<file path="src/rtl/mips_ctrl_pkg.sv">
// Shared encodings for the multi-cycle MIPS control unit: opcodes, functs,
// FSM states, instruction classes and datapath select codes.
package mips_ctrl_pkg;

    localparam logic [5:0] OP_RTYPE = 6'b000000;
    localparam logic [5:0] OP_J     = 6'b000010;
    localparam logic [5:0] OP_BEQ   = 6'b000100;
    localparam logic [5:0] OP_BNE   = 6'b000101;
    localparam logic [5:0] OP_ADDI  = 6'b001000;
    localparam logic [5:0] OP_SLTI  = 6'b001010;
    localparam logic [5:0] OP_ANDI  = 6'b001100;
    localparam logic [5:0] OP_ORI   = 6'b001101;
    localparam logic [5:0] OP_LW    = 6'b100011;
    localparam logic [5:0] OP_SW    = 6'b101011;

    localparam logic [5:0] FN_ADD   = 6'b100000;
    localparam logic [5:0] FN_SUB   = 6'b100010;
    localparam logic [5:0] FN_AND   = 6'b100100;
    localparam logic [5:0] FN_OR    = 6'b100101;
    localparam logic [5:0] FN_NOR   = 6'b100111;
    localparam logic [5:0] FN_SLT   = 6'b101010;
    localparam logic [5:0] FN_MULT  = 6'b011000;
    localparam logic [5:0] FN_DIV   = 6'b011010;
    localparam logic [5:0] FN_MFHI  = 6'b010000;
    localparam logic [5:0] FN_MFLO  = 6'b010010;

    typedef enum logic [3:0] {
        S_START, S_FETCH, S_DECODE, S_MEM_ADDR, S_MEM_RD, S_MEM_WB, S_MEM_WR, S_R_EXEC,
        S_R_WB, S_I_EXEC, S_I_WB, S_BRANCH, S_JUMP, S_MULDIV, S_MFHILO, S_ILLEGAL
    } state_t;

    typedef enum logic [2:0] {
        CL_MEM, CL_RTYPE, CL_MULDIV, CL_MFHILO, CL_ITYPE, CL_BRANCH, CL_JUMP, CL_ILLEGAL
    } instr_class_t;

    localparam logic [1:0] ALUOP_ADD    = 2'b00;
    localparam logic [1:0] ALUOP_SUB    = 2'b01;
    localparam logic [1:0] ALUOP_FUNCT  = 2'b10;
    localparam logic [1:0] ALUOP_ITYPE  = 2'b11;

    localparam logic [1:0] ALUB_RT      = 2'b00;
    localparam logic [1:0] ALUB_FOUR    = 2'b01;
    localparam logic [1:0] ALUB_IMM     = 2'b10;
    localparam logic [1:0] ALUB_IMM_SH  = 2'b11;

    localparam logic [1:0] PCSRC_ALU    = 2'b00;
    localparam logic [1:0] PCSRC_ALUOUT = 2'b01;
    localparam logic [1:0] PCSRC_JUMP   = 2'b10;

    localparam logic [1:0] WB_ALUOUT    = 2'b00;
    localparam logic [1:0] WB_MDR       = 2'b01;
    localparam logic [1:0] WB_HI        = 2'b10;
    localparam logic [1:0] WB_LO        = 2'b11;

endpackage

</file>
<file path="src/rtl/mips_ctrl_decode.sv">
// Combinational opcode/funct classifier; picks the post-DECODE path and the
// per-instruction variants (lw vs sw, bne vs beq, mfhi vs mflo).
module mips_ctrl_decode
    import mips_ctrl_pkg::*;
(
    input  logic [5:0]   opcode_i,
    input  logic [5:0]   funct_i,
    output instr_class_t class_o,
    output logic         is_lw_o,
    output logic         is_bne_o,
    output logic         is_mfhi_o
);

    always_comb begin
        class_o   = CL_ILLEGAL;
        is_lw_o   = (opcode_i == OP_LW);
        is_bne_o  = (opcode_i == OP_BNE);
        is_mfhi_o = (funct_i == FN_MFHI);
        case (opcode_i)
            OP_LW, OP_SW:                      class_o = CL_MEM;
            OP_ADDI, OP_SLTI, OP_ANDI, OP_ORI: class_o = CL_ITYPE;
            OP_BEQ, OP_BNE:                    class_o = CL_BRANCH;
            OP_J:                              class_o = CL_JUMP;
            OP_RTYPE: begin
                case (funct_i)
                    FN_ADD, FN_SUB, FN_AND, FN_OR, FN_NOR, FN_SLT: class_o = CL_RTYPE;
                    FN_MULT, FN_DIV:                               class_o = CL_MULDIV;
                    FN_MFHI, FN_MFLO:                              class_o = CL_MFHILO;
                    default:                                       class_o = CL_ILLEGAL;
                endcase
            end
            default:                           class_o = CL_ILLEGAL;
        endcase
    end

endmodule

</file>
<file path="src/rtl/mips_multicycle_ctrl.sv">
// Multi-cycle MIPS control FSM: Moore decode of state (IRWrite/PCWrite follow
// mem_ready in FETCH), mult/div hold counter and retired-instruction counter.
module mips_multicycle_ctrl
    import mips_ctrl_pkg::*;
#(
    parameter int MULDIV_CYCLES = 32,
    parameter int CNT_W         = 32
) (
    input  logic             clk,
    input  logic             rst_n,
    input  logic [5:0]       opcode,
    input  logic [5:0]       funct,
    input  logic             mem_ready,
    output logic             PCWrite,
    output logic             PCWriteCond,
    output logic             IorD,
    output logic             MemRead,
    output logic             MemWrite,
    output logic             IRWrite,
    output logic             RegWrite,
    output logic             RegDst,
    output logic             ALUSrcA,
    output logic [1:0]       ALUSrcB,
    output logic [1:0]       ALUOp,
    output logic [1:0]       PCSource,
    output logic             BranchNE,
    output logic [1:0]       WBSel,
    output logic             MulDivStart,
    output logic             HiLoWrite,
    output logic             instr_done,
    output logic             illegal,
    output logic [CNT_W-1:0] instret
);

    localparam int              MD_W    = (MULDIV_CYCLES > 1) ? $clog2(MULDIV_CYCLES) : 1;
    localparam logic [MD_W-1:0] MD_LOAD = MD_W'(MULDIV_CYCLES - 1);

    state_t           state_q, state_d;
    logic [MD_W-1:0]  md_cnt_q, md_cnt_d;
    logic [CNT_W-1:0] instret_q;

    instr_class_t cls;
    logic         is_lw, is_bne, is_mfhi;

    mips_ctrl_decode u_decode (
        .opcode_i  (opcode),
        .funct_i   (funct),
        .class_o   (cls),
        .is_lw_o   (is_lw),
        .is_bne_o  (is_bne),
        .is_mfhi_o (is_mfhi)
    );

    always_ff @(posedge clk or negedge rst_n) begin
        if (!rst_n) begin
            state_q   <= S_START;
            md_cnt_q  <= '0;
            instret_q <= '0;
        end else begin
            state_q  <= state_d;
            md_cnt_q <= md_cnt_d;
            if (instr_done) instret_q <= instret_q + CNT_W'(1);
        end
    end

    assign instret = instret_q;

    always_comb begin
        state_d     = state_q;
        md_cnt_d    = md_cnt_q;
        PCWrite     = 1'b0;
        PCWriteCond = 1'b0;
        IorD        = 1'b0;
        MemRead     = 1'b0;
        MemWrite    = 1'b0;
        IRWrite     = 1'b0;
        RegWrite    = 1'b0;
        RegDst      = 1'b0;
        ALUSrcA     = 1'b0;
        ALUSrcB     = ALUB_RT;
        ALUOp       = ALUOP_ADD;
        PCSource    = PCSRC_ALU;
        BranchNE    = 1'b0;
        WBSel       = WB_ALUOUT;
        MulDivStart = 1'b0;
        HiLoWrite   = 1'b0;
        instr_done  = 1'b0;
        illegal     = 1'b0;
        case (state_q)
            S_START: state_d = S_FETCH;
            S_FETCH: begin
                MemRead = 1'b1;
                ALUSrcB = ALUB_FOUR;
                IRWrite = mem_ready;
                PCWrite = mem_ready;
                if (mem_ready) state_d = S_DECODE;
            end
            S_DECODE: begin
                ALUSrcB = ALUB_IMM_SH;
                case (cls)
                    CL_MEM:    state_d = S_MEM_ADDR;
                    CL_RTYPE:  state_d = S_R_EXEC;
                    CL_MULDIV: begin
                        state_d  = S_MULDIV;
                        md_cnt_d = MD_LOAD;
                    end
                    CL_MFHILO: state_d = S_MFHILO;
                    CL_ITYPE:  state_d = S_I_EXEC;
                    CL_BRANCH: state_d = S_BRANCH;
                    CL_JUMP:   state_d = S_JUMP;
                    default:   state_d = S_ILLEGAL;
                endcase
            end
            S_MEM_ADDR: begin
                ALUSrcA = 1'b1;
                ALUSrcB = ALUB_IMM;
                state_d = is_lw ? S_MEM_RD : S_MEM_WR;
            end
            S_MEM_RD: begin
                MemRead = 1'b1;
                IorD    = 1'b1;
                if (mem_ready) state_d = S_MEM_WB;
            end
            S_MEM_WB: begin
                RegWrite   = 1'b1;
                WBSel      = WB_MDR;
                instr_done = 1'b1;
                state_d    = S_FETCH;
            end
            S_MEM_WR: begin
                MemWrite = 1'b1;
                IorD     = 1'b1;
                if (mem_ready) begin
                    instr_done = 1'b1;
                    state_d    = S_FETCH;
                end
            end
            S_R_EXEC: begin
                ALUSrcA = 1'b1;
                ALUOp   = ALUOP_FUNCT;
                state_d = S_R_WB;
            end
            S_R_WB: begin
                RegDst     = 1'b1;
                RegWrite   = 1'b1;
                instr_done = 1'b1;
                state_d    = S_FETCH;
            end
            S_I_EXEC: begin
                ALUSrcA = 1'b1;
                ALUSrcB = ALUB_IMM;
                ALUOp   = ALUOP_ITYPE;
                state_d = S_I_WB;
            end
            S_I_WB: begin
                RegWrite   = 1'b1;
                instr_done = 1'b1;
                state_d    = S_FETCH;
            end
            S_BRANCH: begin
                ALUSrcA     = 1'b1;
                ALUOp       = ALUOP_SUB;
                PCWriteCond = 1'b1;
                PCSource    = PCSRC_ALUOUT;
                BranchNE    = is_bne;
                instr_done  = 1'b1;
                state_d     = S_FETCH;
            end
            S_JUMP: begin
                PCWrite    = 1'b1;
                PCSource   = PCSRC_JUMP;
                instr_done = 1'b1;
                state_d    = S_FETCH;
            end
            S_MULDIV: begin
                // Counter still holds its load value only in the entry cycle.
                MulDivStart = (md_cnt_q == MD_LOAD);
                if (md_cnt_q == '0) begin
                    HiLoWrite  = 1'b1;
                    instr_done = 1'b1;
                    state_d    = S_FETCH;
                end else begin
                    md_cnt_d = md_cnt_q - MD_W'(1);
                end
            end
            S_MFHILO: begin
                RegDst     = 1'b1;
                RegWrite   = 1'b1;
                WBSel      = is_mfhi ? WB_HI : WB_LO;
                instr_done = 1'b1;
                state_d    = S_FETCH;
            end
            S_ILLEGAL: begin
                illegal = 1'b1;
                state_d = S_FETCH;
            end
            default: state_d = S_START;
        endcase
    end

endmodule
</file>
<file path="config.mk">
export PLATFORM = sky130hd
export DESIGN_NAME = mips_multicycle_ctrl
export DESIGN_NICKNAME = d
export VERILOG_FILES = /design/src/rtl/mips_ctrl_pkg.sv /design/src/rtl/mips_ctrl_decode.sv /design/src/rtl/mips_multicycle_ctrl.sv
export SDC_FILE = /design/constraint.sdc
export NUM_CORES = 1
export LEC_CHECK = 0
export ABC_AREA = 0
export CORE_MARGIN = 2
export CORE_UTILIZATION = 52
export CTS_CLUSTER_SIZE = 25
export DETAILED_ROUTE_END_ITERATION = 7
export PLACE_DENSITY_LB_ADDON = 0.25
export SLEW_MARGIN = 15
export SYNTH_ARGS = -nofsm -noshare
export SYNTH_HDL_FRONTEND = slang
export SYNTH_SLANG_ARGS = --single-unit
</file>
<file path="constraint.sdc">
create_clock -name clk -period 3.1 [get_ports clk]
set_input_delay 0.62 -clock clk [delete_from_list [all_inputs] [get_ports clk]]
set_output_delay 0.62 -clock clk [all_outputs]
set_load 0.03 [all_outputs]
</file>
==> results.cfg <==
[status]
status = complete, no violations

[power]
peakVddDrop_uv = 497
swShare = 0.445
p_sw_mw = 1.01
p_leak_nw = 1.39
p_int_mw = 1.25
power_mw = 2.26
p_clk_frac = 0.153
power_frac_seq = 0.355
combPwrFrac = 0.491
powerDensity_nw_per_um2 = 678

[sta]
fmaxAchievable_ghz = 0.334
setup_viol = 0
report.final.slew_viol_count = 0
hold_viol = 0
hold_ws_ns = 0.435
slew_headroom = 0.423
tightest_slew_ns = 0.866
clock_skew_ns = 0.00184
finalSetupTns_ns = 0
grt_setup_unrepaired = no
fin_crit_ns = 3.00
finalCritPeriodShare = 0.966

[global_routing]
grt_max_degree = 42
grt_use_total = 0.212
antenna_found_initial = 0
grt_pass1_wl_um = 8980
grt_pass1_vias = 1957
grt_remaining_overflow = 0

[detailed_routing]
vias = 2224
drtIter0Drc = 227
top_layer_used = met4
ant_nets = 0
wl_met1_um = 2640
wl_met2_um = 2640
via_per_inst = 5.60
post_drt_wl_per_cell_um = 14.0
drc = 0
routed-wl-met3_um = 245
wirelength_um = 5560
dr.pass1.iters = 5

[final_layout]
final_nets = 361
multi_input_area_sq_um = 1390
num_antenna_cells = 0
nFillCells = 364
area_growth_pct = 33.4
final_layout_size_suffix_gt1_frac = 0.0875
seq_area_sq_um = 1030

[setup_path]
reg2reg_from = state_q[3]$_DFFE_PN0P_
path_common_cell = clkdlybuf4s50_1
startpoint = opcode[3]
reg2regPathDepth = 8
cp_cell_sequence = clkdlybuf4s50_1 -> nor4_1 -> and2_1 -> and3_1 -> clkdlybuf4s50_1
worst-path-max-fanout = 4
setup.worst_path.end_class = output port
reg2reg_to = instret[19]$_DFFE_PN0P_
crit_arrival_ns = 2.38
cp_num_buf_inv = 2
critPathSlowestCell = clkdlybuf4s50_1
cpLargestDelayFamily = buffers and inverters
path_class = input pin to output port
required_ns = 2.48
cp-start-kind = input pin
cpPeakStageDelay_ns = 0.67
r2r_slack_ns = 0.62
cp.depth = 5

[synthesis]
synthCells = 270
synth_area_per_cell_sq_um = 9.25
synth_seq_cells = 41
synth_area_sq_um = 2500
ys_types = 51
yosys_most_used_dff = dfrtp_1
yosys_warnings = 0
synth_edf_count = 0
ys_seq_area_frac = 0.411
async_flop_share = 1.00
synth_nets = 288

[die]
die_w_um = 73.3
die-area_sq_um = 5370
coreArea_sq_um = 4690
num_rows = 25
fp.dieH_um = 73.3
io_pins = 69
initial_core_util = 0.532

[cts]
cts-buffers-inserted = 5
cts_buffer_depth = 2
htreeDepth = 2
root_buffer = clkbuf_8
insertion_delay_ns = 0.29
clk_pin_slew_worst_paths_ns = 0.07
cts_sinks = 41
cts_tree = built

[place]
portBuffers = 68
globalplace.congestion = 0.820
hpwl_um = 4120

[job]
cap_viol_max_count = 0

[hold_path]
hold_path_class = input pin to async pin
worst reg2reg max path: cells and delay by family (launching register included):
family        cells  cell delay [ns]
xor+xnor          1             0.17
simple gates      5             1.14
flops             1             0.76
buf+inv           2             0.34
timing repair:
action | in CTS | in global routing
resized for setup | 1 | 3
setup endpoints to repair | 1 | 1
pin swaps | 0 | 0
hold buffers | 0 | 0
cloned | 0 | 0
hold endpoints to repair | 0 | 0
buffers inserted | 0 | 0
synth_stat cells, types with 3 or more instances:
master,count,area [sq um]
nand3_1,14,70.1
nand4_1,8,50.1
nor3_1,17,85.1
xnor2_1,19,166
a21oi_1,10,50.1
clkbuf_1,6,22.5
and3_1,7,43.8
inv_1,10,37.5
and2_1,6,37.5
o21ai_0,10,50.1
a31oi_1,3,18.8
nand2_1,20,75.1
dfrtp_1,41,1030
nor4_1,4,25.0
nor2_1,23,86.3
ha_1,3,37.5
nand2b_1,12,75.1
xor2_1,14,123
nor2b_1,4,25.0
nor4_4,3,63.8
cell families (layout without fill, tap and decap cells):
group,after synthesis,after routing,share of synthesized area
AO/OA/AOI/OAI,36,36,0.0917
AND/OR/NAND/NOR,134,134,0.316
multiplexers,4,4,0.0170
XOR/XNOR,33,33,0.116
adder cells (fa/ha/maj),3,3,0.0150
buffers and inverters,19,92,0.0336
flip-flops,41,41,0.411
layout make-up:
| class | instances | area share |
|---|---|---|
| Tap cell | 54 | 0.0203 |
| Inverter | 10 | 0.0113 |
| Multi-Input combinational cell | 210 | 0.418 |
| Sequential cell | 41 | 0.308 |
| Timing Repair Buffer | 75 | 0.216 |
| Clock buffer | 7 | 0.0259 |
registers in the layout, summed over array words and instances (netlist names):
| register | cells |
|---|---|
| md_cnt_q | 5 |
| state_q | 4 |
| instret | 32 |
power by group through the flow:
stage | Clock [mW] | Combinational (mW) | Sequential [mW]
after floorplan | 0 | 0.739 | 0.794
after global placement | 0 | 1.10 | 0.811
after detailed placement | 0 | 1.11 | 0.810
after CTS | 0.353 | 1.12 | 0.801
after global routing | 0.376 | 1.20 | 0.827
final | 0.346 | 1.11 | 0.802
per-stage QoR:
step | cell area, sq um | worst slack [ns] | utilization | instances
after floorplan | 2500 | 0.610 | - | 270
after global routing | 3330 | 0.0258 | 0.710 | 397
after detailed placement | 3240 | -0.232 | 0.691 | 390
after global placement | 3240 | -0.181 | 0.691 | 390
after CTS | 3330 | 0.00818 | 0.710 | 397
final | 3330 | 0.104 | 0.710 | 397
worst max path at each step:
stage	end	slack, ns
2_1_floorplan	PCWrite	0.61
3_3_place_gp	WBSel[0]	-0.18
3_5_place_dp	WBSel[0]	-0.23
4_1_cts	WBSel[0]	0.008
5_1_grt	BranchNE	0.03
6_report	BranchNE	0.10
cell usage in the layout, fill, tap and decap left out, types with 10 or more instances in the layout:
master | synthesis | layout
nor2_1 | 23 | 23
inv_1 | 10 | 10
dfrtp_1 | 41 | 41
a21oi_1 | 10 | 10
nand3_1 | 14 | 14
xor2_1 | 14 | 14
nor3_1 | 17 | 16
xnor2_1 | 19 | 19
clkdlybuf4s50_1 | 0 | 65
nand2_1 | 20 | 20
nand2b_1 | 12 | 12
o21ai_0 | 10 | 10
metal layers:
metal / up-vias / GRT usage
li1: 1102 / -
met5: - / 0
met1: 1060 / 0.304
met4: 0 / 0.0566
met3: 5 / 0.0370
met2: 57 / 0.333
No activity file was read; power rests on OpenSTA's default activity.
